**config.mk**
```make
export PLATFORM = sky130hd
export DESIGN_NAME = rsa_lane_feeder_flat
export DESIGN_NICKNAME = d
export VERILOG_FILES = /design/src/rtl/rsa_lane_feeder_if.sv /design/src/rtl/rsa_lane_feeder.sv /design/src/flat_wrapper.sv
export SDC_FILE = /design/constraint.sdc
export NUM_CORES = 1
export LEC_CHECK = 0
export BUFFER_PORTS_ARGS = -buffer_cell sky130_fd_sc_hd__buf_4
export CORE_MARGIN = 2
export CORE_UTILIZATION = 45
export CTS_CLUSTER_DIAMETER = 60
export DETAILED_ROUTE_END_ITERATION = 16
export GPL_TIMING_DRIVEN = 0
export RECOVER_POWER = 100
export SLEW_MARGIN = 5
export SYNTH_ARGS = -nofsm -noshare
export SYNTH_HDL_FRONTEND = slang
export SYNTH_SLANG_ARGS = --single-unit
```
**constraint.sdc**
```tcl
create_clock -name clk -period 5.9 [get_ports clk]
set_input_delay 0.295 -clock clk [delete_from_list [all_inputs] [get_ports clk]]
set_output_delay 0.295 -clock clk [all_outputs]
set_load 0.02 [all_outputs]
```
**src/rtl/rsa_lane_feeder_if.sv**
```systemverilog
// Handshake and lane-output bundle between the word source / job controller and rsa_lane_feeder.
// master = upstream driver of words and commands, slave = the feeder itself.
interface rsa_lane_feeder_if #(
   parameter int RSA_DW = 16,
   parameter int LEN_W  = 8
) ();
   logic              s_valid;
   logic [RSA_DW-1:0] s_data;
   logic              s_ready;
   logic              cmd_valid;
   logic              cmd_mode;
   logic [LEN_W-1:0]  cmd_len;
   logic              cmd_ready;
   logic              en;
   logic              sel;
   logic [RSA_DW-1:0] dout;
   logic              busy;
   logic              done;

   modport master (
      output s_valid, s_data, cmd_valid, cmd_mode, cmd_len,
      input  s_ready, cmd_ready, en, sel, dout, busy, done
   );

   modport slave (
      input  s_valid, s_data, cmd_valid, cmd_mode, cmd_len,
      output s_ready, cmd_ready, en, sel, dout, busy, done
   );
endinterface

```
**src/rtl/rsa_lane_feeder.sv**
```systemverilog
// Word FIFO plus job sequencer that steers cmd_len words into each of two demux lanes (block or interleaved).
// Optional stall counter output enabled by defining RSA_FEEDER_STALL_CNT_EN.
module rsa_lane_feeder #(
   parameter int RSA_DW = 16,
   parameter int DEPTH  = 8,
   parameter int LEN_W  = 8
) (
   input  logic                clk,
   input  logic                sys_rst,
   rsa_lane_feeder_if.slave    bus
`ifdef RSA_FEEDER_STALL_CNT_EN
   ,
   output logic [15:0]         stall_cnt
`endif
);
   localparam int PTR_W = $clog2(DEPTH);
   localparam int CNT_W = PTR_W + 1;

   typedef enum logic [1:0] {ST_IDLE, ST_LANE, ST_FIN} state_t;

   state_t            state_reg, state_next;
   logic              mode_reg, mode_next;
   logic [LEN_W-1:0]  len_reg, len_next;
   logic [LEN_W:0]    bcnt_reg, bcnt_next;
   logic              cmd_accept;

   logic [RSA_DW-1:0] mem [DEPTH];
   logic [PTR_W-1:0]  wr_ptr_reg, rd_ptr_reg;
   logic [CNT_W-1:0]  count_reg;
   logic              full, empty, push, pop;

   logic              en_reg, sel_reg, done_reg;
   logic [RSA_DW-1:0] dout_reg;
   logic              lane, last_beat;

   assign full  = (count_reg == CNT_W'(DEPTH));
   assign empty = (count_reg == '0);
   assign push  = bus.s_valid && !full;
   // No empty bypass: a pop only ever sees words that were counted before this cycle.
   assign pop   = (state_reg == ST_LANE) && !empty;

   assign lane      = mode_reg ? bcnt_reg[0] : (bcnt_reg >= {1'b0, len_reg});
   assign last_beat = (bcnt_reg == ({len_reg, 1'b0} - (LEN_W+1)'(1)));

   always_comb begin
      state_next = state_reg;
      mode_next  = mode_reg;
      len_next   = len_reg;
      bcnt_next  = bcnt_reg;
      cmd_accept = 1'b0;
      case (state_reg)
         ST_IDLE: begin
            if (bus.cmd_valid) begin
               cmd_accept = 1'b1;
               mode_next  = bus.cmd_mode;
               len_next   = bus.cmd_len;
               bcnt_next  = '0;
               state_next = (bus.cmd_len != '0) ? ST_LANE : ST_FIN;
            end
         end
         ST_LANE: begin
            if (pop) begin
               bcnt_next = bcnt_reg + (LEN_W+1)'(1);
               if (last_beat) begin
                  state_next = ST_FIN;
               end
            end
         end
         ST_FIN:  state_next = ST_IDLE;
         default: state_next = ST_IDLE;
      endcase
   end

   always_ff @(posedge clk or posedge sys_rst) begin
      if (sys_rst) begin
         state_reg <= ST_IDLE;
         mode_reg  <= 1'b0;
         len_reg   <= '0;
         bcnt_reg  <= '0;
      end else begin
         state_reg <= state_next;
         mode_reg  <= mode_next;
         len_reg   <= len_next;
         bcnt_reg  <= bcnt_next;
      end
   end

   // Storage carries no reset; the pointers and count alone define what is buffered.
   always_ff @(posedge clk) begin
      if (push) begin
         mem[wr_ptr_reg] <= bus.s_data;
      end
   end

   always_ff @(posedge clk or posedge sys_rst) begin
      if (sys_rst) begin
         wr_ptr_reg <= '0;
         rd_ptr_reg <= '0;
         count_reg  <= '0;
      end else begin
         if (push) begin
            wr_ptr_reg <= wr_ptr_reg + PTR_W'(1);
         end
         if (pop) begin
            rd_ptr_reg <= rd_ptr_reg + PTR_W'(1);
         end
         case ({push, pop})
            2'b10:   count_reg <= count_reg + CNT_W'(1);
            2'b01:   count_reg <= count_reg - CNT_W'(1);
            default: count_reg <= count_reg;
         endcase
      end
   end

   always_ff @(posedge clk or posedge sys_rst) begin
      if (sys_rst) begin
         en_reg   <= 1'b0;
         sel_reg  <= 1'b0;
         dout_reg <= '0;
         done_reg <= 1'b0;
      end else begin
         en_reg   <= pop;
         done_reg <= (state_reg == ST_FIN);
         if (pop) begin
            sel_reg  <= lane;
            dout_reg <= mem[rd_ptr_reg];
         end
      end
   end

`ifdef RSA_FEEDER_STALL_CNT_EN
   always_ff @(posedge clk or posedge sys_rst) begin
      if (sys_rst) begin
         stall_cnt <= '0;
      end else if (cmd_accept) begin
         stall_cnt <= '0;
      end else if ((state_reg == ST_LANE) && empty && (stall_cnt != 16'hFFFF)) begin
         stall_cnt <= stall_cnt + 16'd1;
      end
   end
`endif

   assign bus.s_ready   = !full;
   assign bus.cmd_ready = (state_reg == ST_IDLE);
   assign bus.busy      = (state_reg != ST_IDLE);
   assign bus.en        = en_reg;
   assign bus.sel       = sel_reg;
   assign bus.dout      = dout_reg;
   assign bus.done      = done_reg;
endmodule

```
**src/flat_wrapper.sv**
```systemverilog
// flat-port wrapper written by rule: the top's interface ports become plain ports
module rsa_lane_feeder_flat 
#(
   parameter int RSA_DW = 16,
   parameter int DEPTH  = 8,
   parameter int LEN_W  = 8
)
  (clk, sys_rst, bus_s_valid, bus_s_data, bus_cmd_valid, bus_cmd_mode, bus_cmd_len, bus_s_ready, bus_cmd_ready, bus_en, bus_sel, bus_dout, bus_busy, bus_done);
  rsa_lane_feeder_if #(.RSA_DW(RSA_DW), .LEN_W(LEN_W)) bus_i ();
  input  logic clk;
  input  logic sys_rst;
  input wire logic [$bits(bus_i.s_valid)-1:0] bus_s_valid;
  input wire logic [$bits(bus_i.s_data)-1:0] bus_s_data;
  input wire logic [$bits(bus_i.cmd_valid)-1:0] bus_cmd_valid;
  input wire logic [$bits(bus_i.cmd_mode)-1:0] bus_cmd_mode;
  input wire logic [$bits(bus_i.cmd_len)-1:0] bus_cmd_len;
  output wire logic [$bits(bus_i.s_ready)-1:0] bus_s_ready;
  output wire logic [$bits(bus_i.cmd_ready)-1:0] bus_cmd_ready;
  output wire logic [$bits(bus_i.en)-1:0] bus_en;
  output wire logic [$bits(bus_i.sel)-1:0] bus_sel;
  output wire logic [$bits(bus_i.dout)-1:0] bus_dout;
  output wire logic [$bits(bus_i.busy)-1:0] bus_busy;
  output wire logic [$bits(bus_i.done)-1:0] bus_done;
  assign bus_i.s_valid = bus_s_valid;
  assign bus_i.s_data = bus_s_data;
  assign bus_i.cmd_valid = bus_cmd_valid;
  assign bus_i.cmd_mode = bus_cmd_mode;
  assign bus_i.cmd_len = bus_cmd_len;
  assign bus_s_ready = bus_i.s_ready;
  assign bus_cmd_ready = bus_i.cmd_ready;
  assign bus_en = bus_i.en;
  assign bus_sel = bus_i.sel;
  assign bus_dout = bus_i.dout;
  assign bus_busy = bus_i.busy;
  assign bus_done = bus_i.done;
  rsa_lane_feeder #(.RSA_DW(RSA_DW), .DEPTH(DEPTH), .LEN_W(LEN_W)) u_core (.clk(clk), .sys_rst(sys_rst), .bus(bus_i));
endmodule
```
==> results of run 1 <==
[cell usage in the layout, fill, tap and decap left out, types with 5 or more instances in the layout]
master     instances
edfxtp_1         128
nor3_1             5
inv_1             16
clkbuf_16         17
nand2b_1           5
xnor2_1           12
a21oi_1           21
nand2_1           26
nand4_1            8
nand3_1           12
buf_2              7
xor2_1             8
mux2i_1           17
mux4_2            32
ha_1              15
o21ai_0           18
dfrtp_1           49
nor2_1            31
clkbuf_1          55
buf_4             11
[routing by layer]
metal  wire length [µm]  up-vias  global-route usage [%]
li1                   -     1866                       -
met1               6530     2067                    23.7
met2               7700      105                    31.1
met3                626       13                    5.13
met4                170        0                    5.01
met5                  0        -                       0
[worst max-delay path, delay by kind of cell, from the launching register on]
| kind | cells | cell delay [ns] |
|---|---|---|
| AND/OR/NAND/NOR | 4 | 1.08 |
| XOR/XNOR | 2 | 0.27 |
| buffers and inverters | 3 | 1.16 |
| flip-flops | 1 | 0.43 |
| adder cells (fa/ha/maj) | 2 | 0.66 |
| AO/OA/AOI/OAI | 2 | 0.33 |
[per-stage QoR]
stage / worst slack, ns / utilization, % / instance area (µm²) / power, mW / hold slack, ns
2_1_floorplan: 3.21 / - / 7320 / 2.65 / 0.394
3_3_place_gp: 1.93 / 50.1 / 7970 / 3.04 / 0.494
3_5_place_dp: 3.11 / 51.3 / 8150 / 3.13 / 0.283
4_1_cts: 3.09 / 55.4 / 8800 / 4.33 / 0.0451
5_1_grt: 1.67 / 53.3 / 8470 / 4.38 / 0.0394
6_report: 1.85 / 53.3 / 8470 / 4.16 / 0.0588
[worst paths after layout]
| kind | startpoint | endpoint | slack, ns | cells after the start |
|---|---|---|---|---|
| worst max register to register | u_core.count_reg[0] | u_core.count_reg[3] | 1.85 | 13 |
| min in group asynchronous | sys_rst | u_core.bus.dout[8] | 0.45 | 3 |
| worst max-delay path | u_core.count_reg[0] | u_core.count_reg[3] | 1.85 | 13 |
| max in group asynchronous | sys_rst | u_core.bcnt_reg[8] | 2.96 | 4 |
| worst min register to register | u_core.count_reg[3] | u_core.count_reg[3] | 0.51 | 1 |
| worst min-delay path | bus_cmd_mode | u_core.mode_reg | 0.06 | 3 |
[synth_stat cells, types with 5 or more instances]
cell type and count:
inv_1 16, xnor2_1 12, nand2_1 25, nand2b_1 5
nand3_1 12, nor3_1 5, o21ai_0 16, ha_1 15
a21oi_1 21, mux4_2 32, buf_6 5, edfxtp_1 128
mux2i_1 17, dfrtp_1 49, xor2_1 8, nand4_1 8
nor2_1 31, buf_2 9
[cell type report]
| type | instances | area [µm²] |
|---|---|---|
| plain buffers | 16 | 91.3 |
| clock buffers | 17 | 425 |
| clock inverters | 15 | 216 |
| fillers | 1369 | 7410 |
| inverters | 17 | 65.1 |
| multi-input cells | 236 | 2050 |
| flip-flops and latches | 177 | 5070 |
| well taps | 216 | 270 |
| repair buffers | 62 | 284 |
[power by group through the flow]
stage                     Clock (mW)  Combinational (mW)  Sequential [mW]
after floorplan                    0               0.843             1.81
final                           1.20                1.21             1.75
after CTS                       1.23                1.35             1.76
after global placement             0                1.26             1.77
after detailed placement           0                1.35             1.78
after global routing            1.28                1.33             1.77
[timing repair]
| item | 4_1_cts | 5_1_grt |
|---|---|---|
| hold endpoints to repair | 12 | 0 |
| hold buffers | 1 | 0 |
| gates resized for setup | 0 | 0 |
[logic make-up (layout without fill, tap and decap cells)]
family | Yosys count | after routing | share of synthesized area, %
flops | 177 | 177 | 69.3
simple gates | 99 | 99 | 6.75
compound gates | 51 | 51 | 4.05
mux | 50 | 50 | 12.3
buf+inv | 33 | 127 | 2.39
xor+xnor | 20 | 20 | 2.39
fa+ha+maj | 16 | 16 | 2.84
==> flow_summary.json, run 1 <==
{
  "dp_hpwl_mm": 10.2,
  "crit_type": "reg -> reg",
  "yosys.area.top_type": "edfxtp_1",
  "tritoncts": "built",
  "slew_viol_final": 38,
  "clk_pin_slew_ns": 0.07,
  "antenna_cells": 0,
  "num_rows": 46,
  "worstPathRequired_ns": 6.21,
  "die_area_um2": 17300,
  "h-tree-depth": 4,
  "wl_per_cell_um": 19.9,
  "end_kind": "flip-flop",
  "syn_area_per_cell_um2": 16.4,
  "cts_made_buffers": 17,
  "synth.distinct_cells": 45,
  "vias_per_cell": 5.36,
  "swShare_pct": 32.3,
  "finalNetCount": 572,
  "ys_warn_count": 0,
  "seq_area_frac_synth_pct": 69.3,
  "cts_buffer_depth": 2,
  "grt_pass1_wl_mm": 23.7,
  "vias": 4051,
  "worstPathMaxFanout": 11,
  "slowest_delay_ns": 0.67,
  "tightest_slew_ns": 2.25,
  "switchingPower_mw": 1.35,
  "syn_to_final_growth_pct": 15.7,
  "ioPinCount": 51,
  "dr.first_iter.drc_count": 214,
  "syn_nets": 491,
  "grt_max_degree": 38,
  "tns_ns": 0,
  "routabilityCongestion": 0.752,
  "initial_core_util_pct": 46.1,
  "yosys.area.top_type_share_pct": 52.5,
  "status": "finished with violations",
  "cp_cell_sequence": "nor4_1, nor2_2, nand2_1, clkinvlp_2, clkbuf_1, clkbuf_1, ha_1, ha_1, a21o_1, a21oi_1, xnor2_1, nor2_1, xor2_1",
  "wl_mm": 15.0,
  "final_cells": 756,
  "setup_viol": 0,
  "pwr-share-comb_pct": 29.1,
  "worstSkewPairLatency_ns": 0.43,
  "slew_headroom_pct": -49.8,
  "fin_crit_sh_pct": 68.7,
  "grt_usage_pct": 18.5,
  "violations": "capacitance limit, slew limit",
  "drc": 0,
  "synth-main-ff-cell": "edfxtp_1",
  "fin_skew_ns": 0.00847,
  "synthCells": 446,
  "postCtsSetupRepairBufs": 0,
  "max_cap_viol_count": 1,
  "synth_area_leaders": "edfxtp_1 (53%), dfrtp_1 (17%), mux4_2 (9.8%)",
  "fmax_ghz": 0.247,
  "irDropWorstVdd_v": 0.000330,
  "cts.sinks": 177,
  "drive_gt1_share_pct": 16.7,
  "rsz0062_at_grt": "false",
  "die_y_um": 132,
  "cp-start-kind": "flip-flop",
  "clock_power_share_pct": 28.9,
  "die_x_um": 132,
  "critPathSlowestCell": "nor4_1",
  "dr.pass1.iters": 5,
  "antenna_found_initial": 0,
  "p_per_area_nw_per_um2": 491,
  "p_leak_nw": 3.10,
  "synth-seq-cells": 177,
  "intPower_mw": 2.81,
  "crit_arrival_ns": 4.36,
  "async_flop_share_pct": 27.7,
  "root_buffer": "clkbuf_16",
  "synth_area_um2": 7320,
  "drtAntennaViolNets": 0,
  "place_inst": 723,
  "grt_pass1_vias": 4191,
  "synth_edf_count": 128,
  "largest_reg_flops": 128,
  "period_needed_ns": 4.05,
  "grt-ovfl-total": 0,
  "core_um2": 15900,
  "hold_path_class": "in -> reg",
  "io_buffers": 50,
  "power_frac_seq_pct": 42.0,
  "hold_violations": 0
}
(Power assumes the default switching activity.)
==> run 2, diff against run 1 <==
==> constraint.sdc (replaced) <==
create_clock -name clk -period 3.4 [get_ports clk]
set_input_delay 0.17 -clock clk [delete_from_list [all_inputs] [get_ports clk]]
set_output_delay 0.17 -clock clk [all_outputs]
set_load 0.02 [all_outputs]
==> flow_summary.json, run 2 (same netlist as run 1, synthesis figures left out) <==
{
  "status": "completed",
  "vias": 4126,
  "fin_crit_sh_pct": 86.3,
  "max_cap_viol_count": 0,
  "fin_skew_ns": 0.00659,
  "worstSkewPairLatency_ns": 0.42,
  "grt_pass1_wl_mm": 24.0,
  "tightest_slew_ns": 1.06,
  "antenna_found_initial": 0,
  "crit_type": "reg -> reg",
  "place_inst": 723,
  "hold_path_class": "in -> reg",
  "routabilityCongestion": 0.752,
  "worstPathRequired_ns": 3.71,
  "cp-start-kind": "flip-flop",
  "finalNetCount": 597,
  "cts_buffer_depth": 2,
  "dr.first_iter.drc_count": 233,
  "drive_gt1_share_pct": 16.8,
  "cp_cell_sequence": "nor4_4, nor2_2, nand2_1, inv_4, buf_6, buf_6, ha_1, ha_1, a21o_1, a21oi_1, xnor2_1, nor2_1, xor2_1",
  "tritoncts": "built",
  "drtAntennaViolNets": 0,
  "antenna_cells": 0,
  "period_needed_ns": 2.93,
  "p_per_area_nw_per_um2": 829,
  "io_buffers": 50,
  "h-tree-depth": 4,
  "num_rows": 46,
  "drc": 0,
  "fin_area_um2": 8780,
  "p_leak_nw": 3.23,
  "dr.pass1.iters": 5,
  "die_y_um": 132,
  "cts_made_buffers": 17,
  "root_buffer": "clkbuf_16",
  "setup_viol": 0,
  "fmax_ghz": 0.341,
  "mostFrequentLayoutCells": "edfxtp_1 (128), clkbuf_1 (51), dfrtp_1 (49)",
  "whs_path_depth": 3,
  "crit_arrival_ns": 3.24,
  "slew_viol_final": 0,
  "hold_violations": 0,
  "reg2regPathDepth": 13,
  "clk_pin_slew_ns": 0.07,
  "vias_per_cell": 5.28,
  "die_x_um": 132,
  "grt-ovfl-total": 0,
  "syn_to_final_growth_pct": 20.0,
  "grt_pass1_vias": 4298,
  "initial_core_util_pct": 46.1,
  "largest_reg_flops": 128,
  "rsz0062_at_grt": "false",
  "irDropWorstVdd_v": 0.000573,
  "die_area_um2": 17300,
  "wl_per_cell_um": 19.5,
  "postCtsSetupRepairBufs": 0,
  "cts_resized": 0,
  "grt_max_degree": 38,
  "final_cells": 781,
  "core_um2": 15900,
  "slowest_delay_ns": 0.46,
  "slew_headroom_pct": 29.1,
  "dp_hpwl_mm": 10.2,
  "place_area_um2": 8150,
  "critPathSlowestCell": "dfrtp_1",
  "cts.sinks": 177,
  "worstPathMaxFanout": 11,
  "tns_ns": 0,
  "end_kind": "flip-flop",
  "grt_usage_pct": 18.7,
  "wl_mm": 15.2,
  "final_common_cell": "edfxtp_1",
  "ioPinCount": 51
}
run 2: cell count changes in the layout (fill, tap and decap cells not counted), sizes merged:
cell,delta
dlygate4sd3,+25
buf,+4
clkbuf,-4
clkinvlp,-1
inv,+1
run 2: stage by stage:
step / hold slack [ns] / power, mW / utilization [%] / setup slack, ns
6_report: 0.0541 / 7.28 / 55.3 / 0.466
5_1_grt: 0.0559 / 7.67 / 55.3 / 0.319
4_1_cts: 0.0423 / 7.54 / 57.0 / 0.588
3_5_place_dp: 0.158 / 5.42 / 51.3 / 0.611
3_3_place_gp: 0.369 / 5.27 / 50.1 / -0.569
2_1_floorplan: 0.269 / 4.60 / - / 0.708
run 2: power by group:
part	switching, mW	internal [mW]	total [mW]
logic	1.20	0.952	2.15
clock network	0.891	1.19	2.09
registers	0.262	2.78	3.04
run 2: per-layer routing:
| metal | wire length, µm | global-route usage (%) |
|---|---|---|
| met1 | 6530 | 24.0 |
| met2 | 7820 | 31.8 |
| met3 | 677 | 4.90 |
| met4 | 178 | 5.01 |
| met5 | 0 | 0 |
run 2: area by class of cell:
cell class / count / area [µm²]
multi-input cells: 236 / 2060
inverters: 17 / 66.3
plain buffers: 16 / 105
flip-flops and latches: 177 / 5070
repair buffers: 87 / 566
fillers: 1333 / 7100
well taps: 216 / 270
clock inverters: 15 / 216
clock buffers: 17 / 425
run 2: worst paths after layout:
| check | start | slack [ns] | endpoint |
|---|---|---|---|
| worst max-delay path | u_core.count_reg[0] | 0.47 | u_core.count_reg[3] |
| max in group asynchronous | sys_rst | 2.42 | u_core.bcnt_reg[8] |
| worst min register to register | u_core.mode_reg | 0.52 | u_core.mode_reg |
| worst min-delay path | bus_s_valid | 0.05 | u_core.wr_ptr_reg[2] |
| min in group asynchronous | sys_rst | 0.36 | u_core.bus.dout[8] |
| worst max register to register | u_core.count_reg[0] | 0.47 | u_core.count_reg[3] |
run 2: critical path, delay by kind of cell, from the launching register on:
kind	cells	cell delay, ns
flip-flops	1	0.46
XOR/XNOR	2	0.27
adder cells (fa/ha/maj)	2	0.52
AO/OA/AOI/OAI	2	0.33
AND/OR/NAND/NOR	4	0.80
buffers and inverters	3	0.44
run 2: timing repair:
item,4_1_cts,5_1_grt
hold buffers,26,0
endpoints found under the setup margin,0,0
endpoints found under the hold margin,149,0
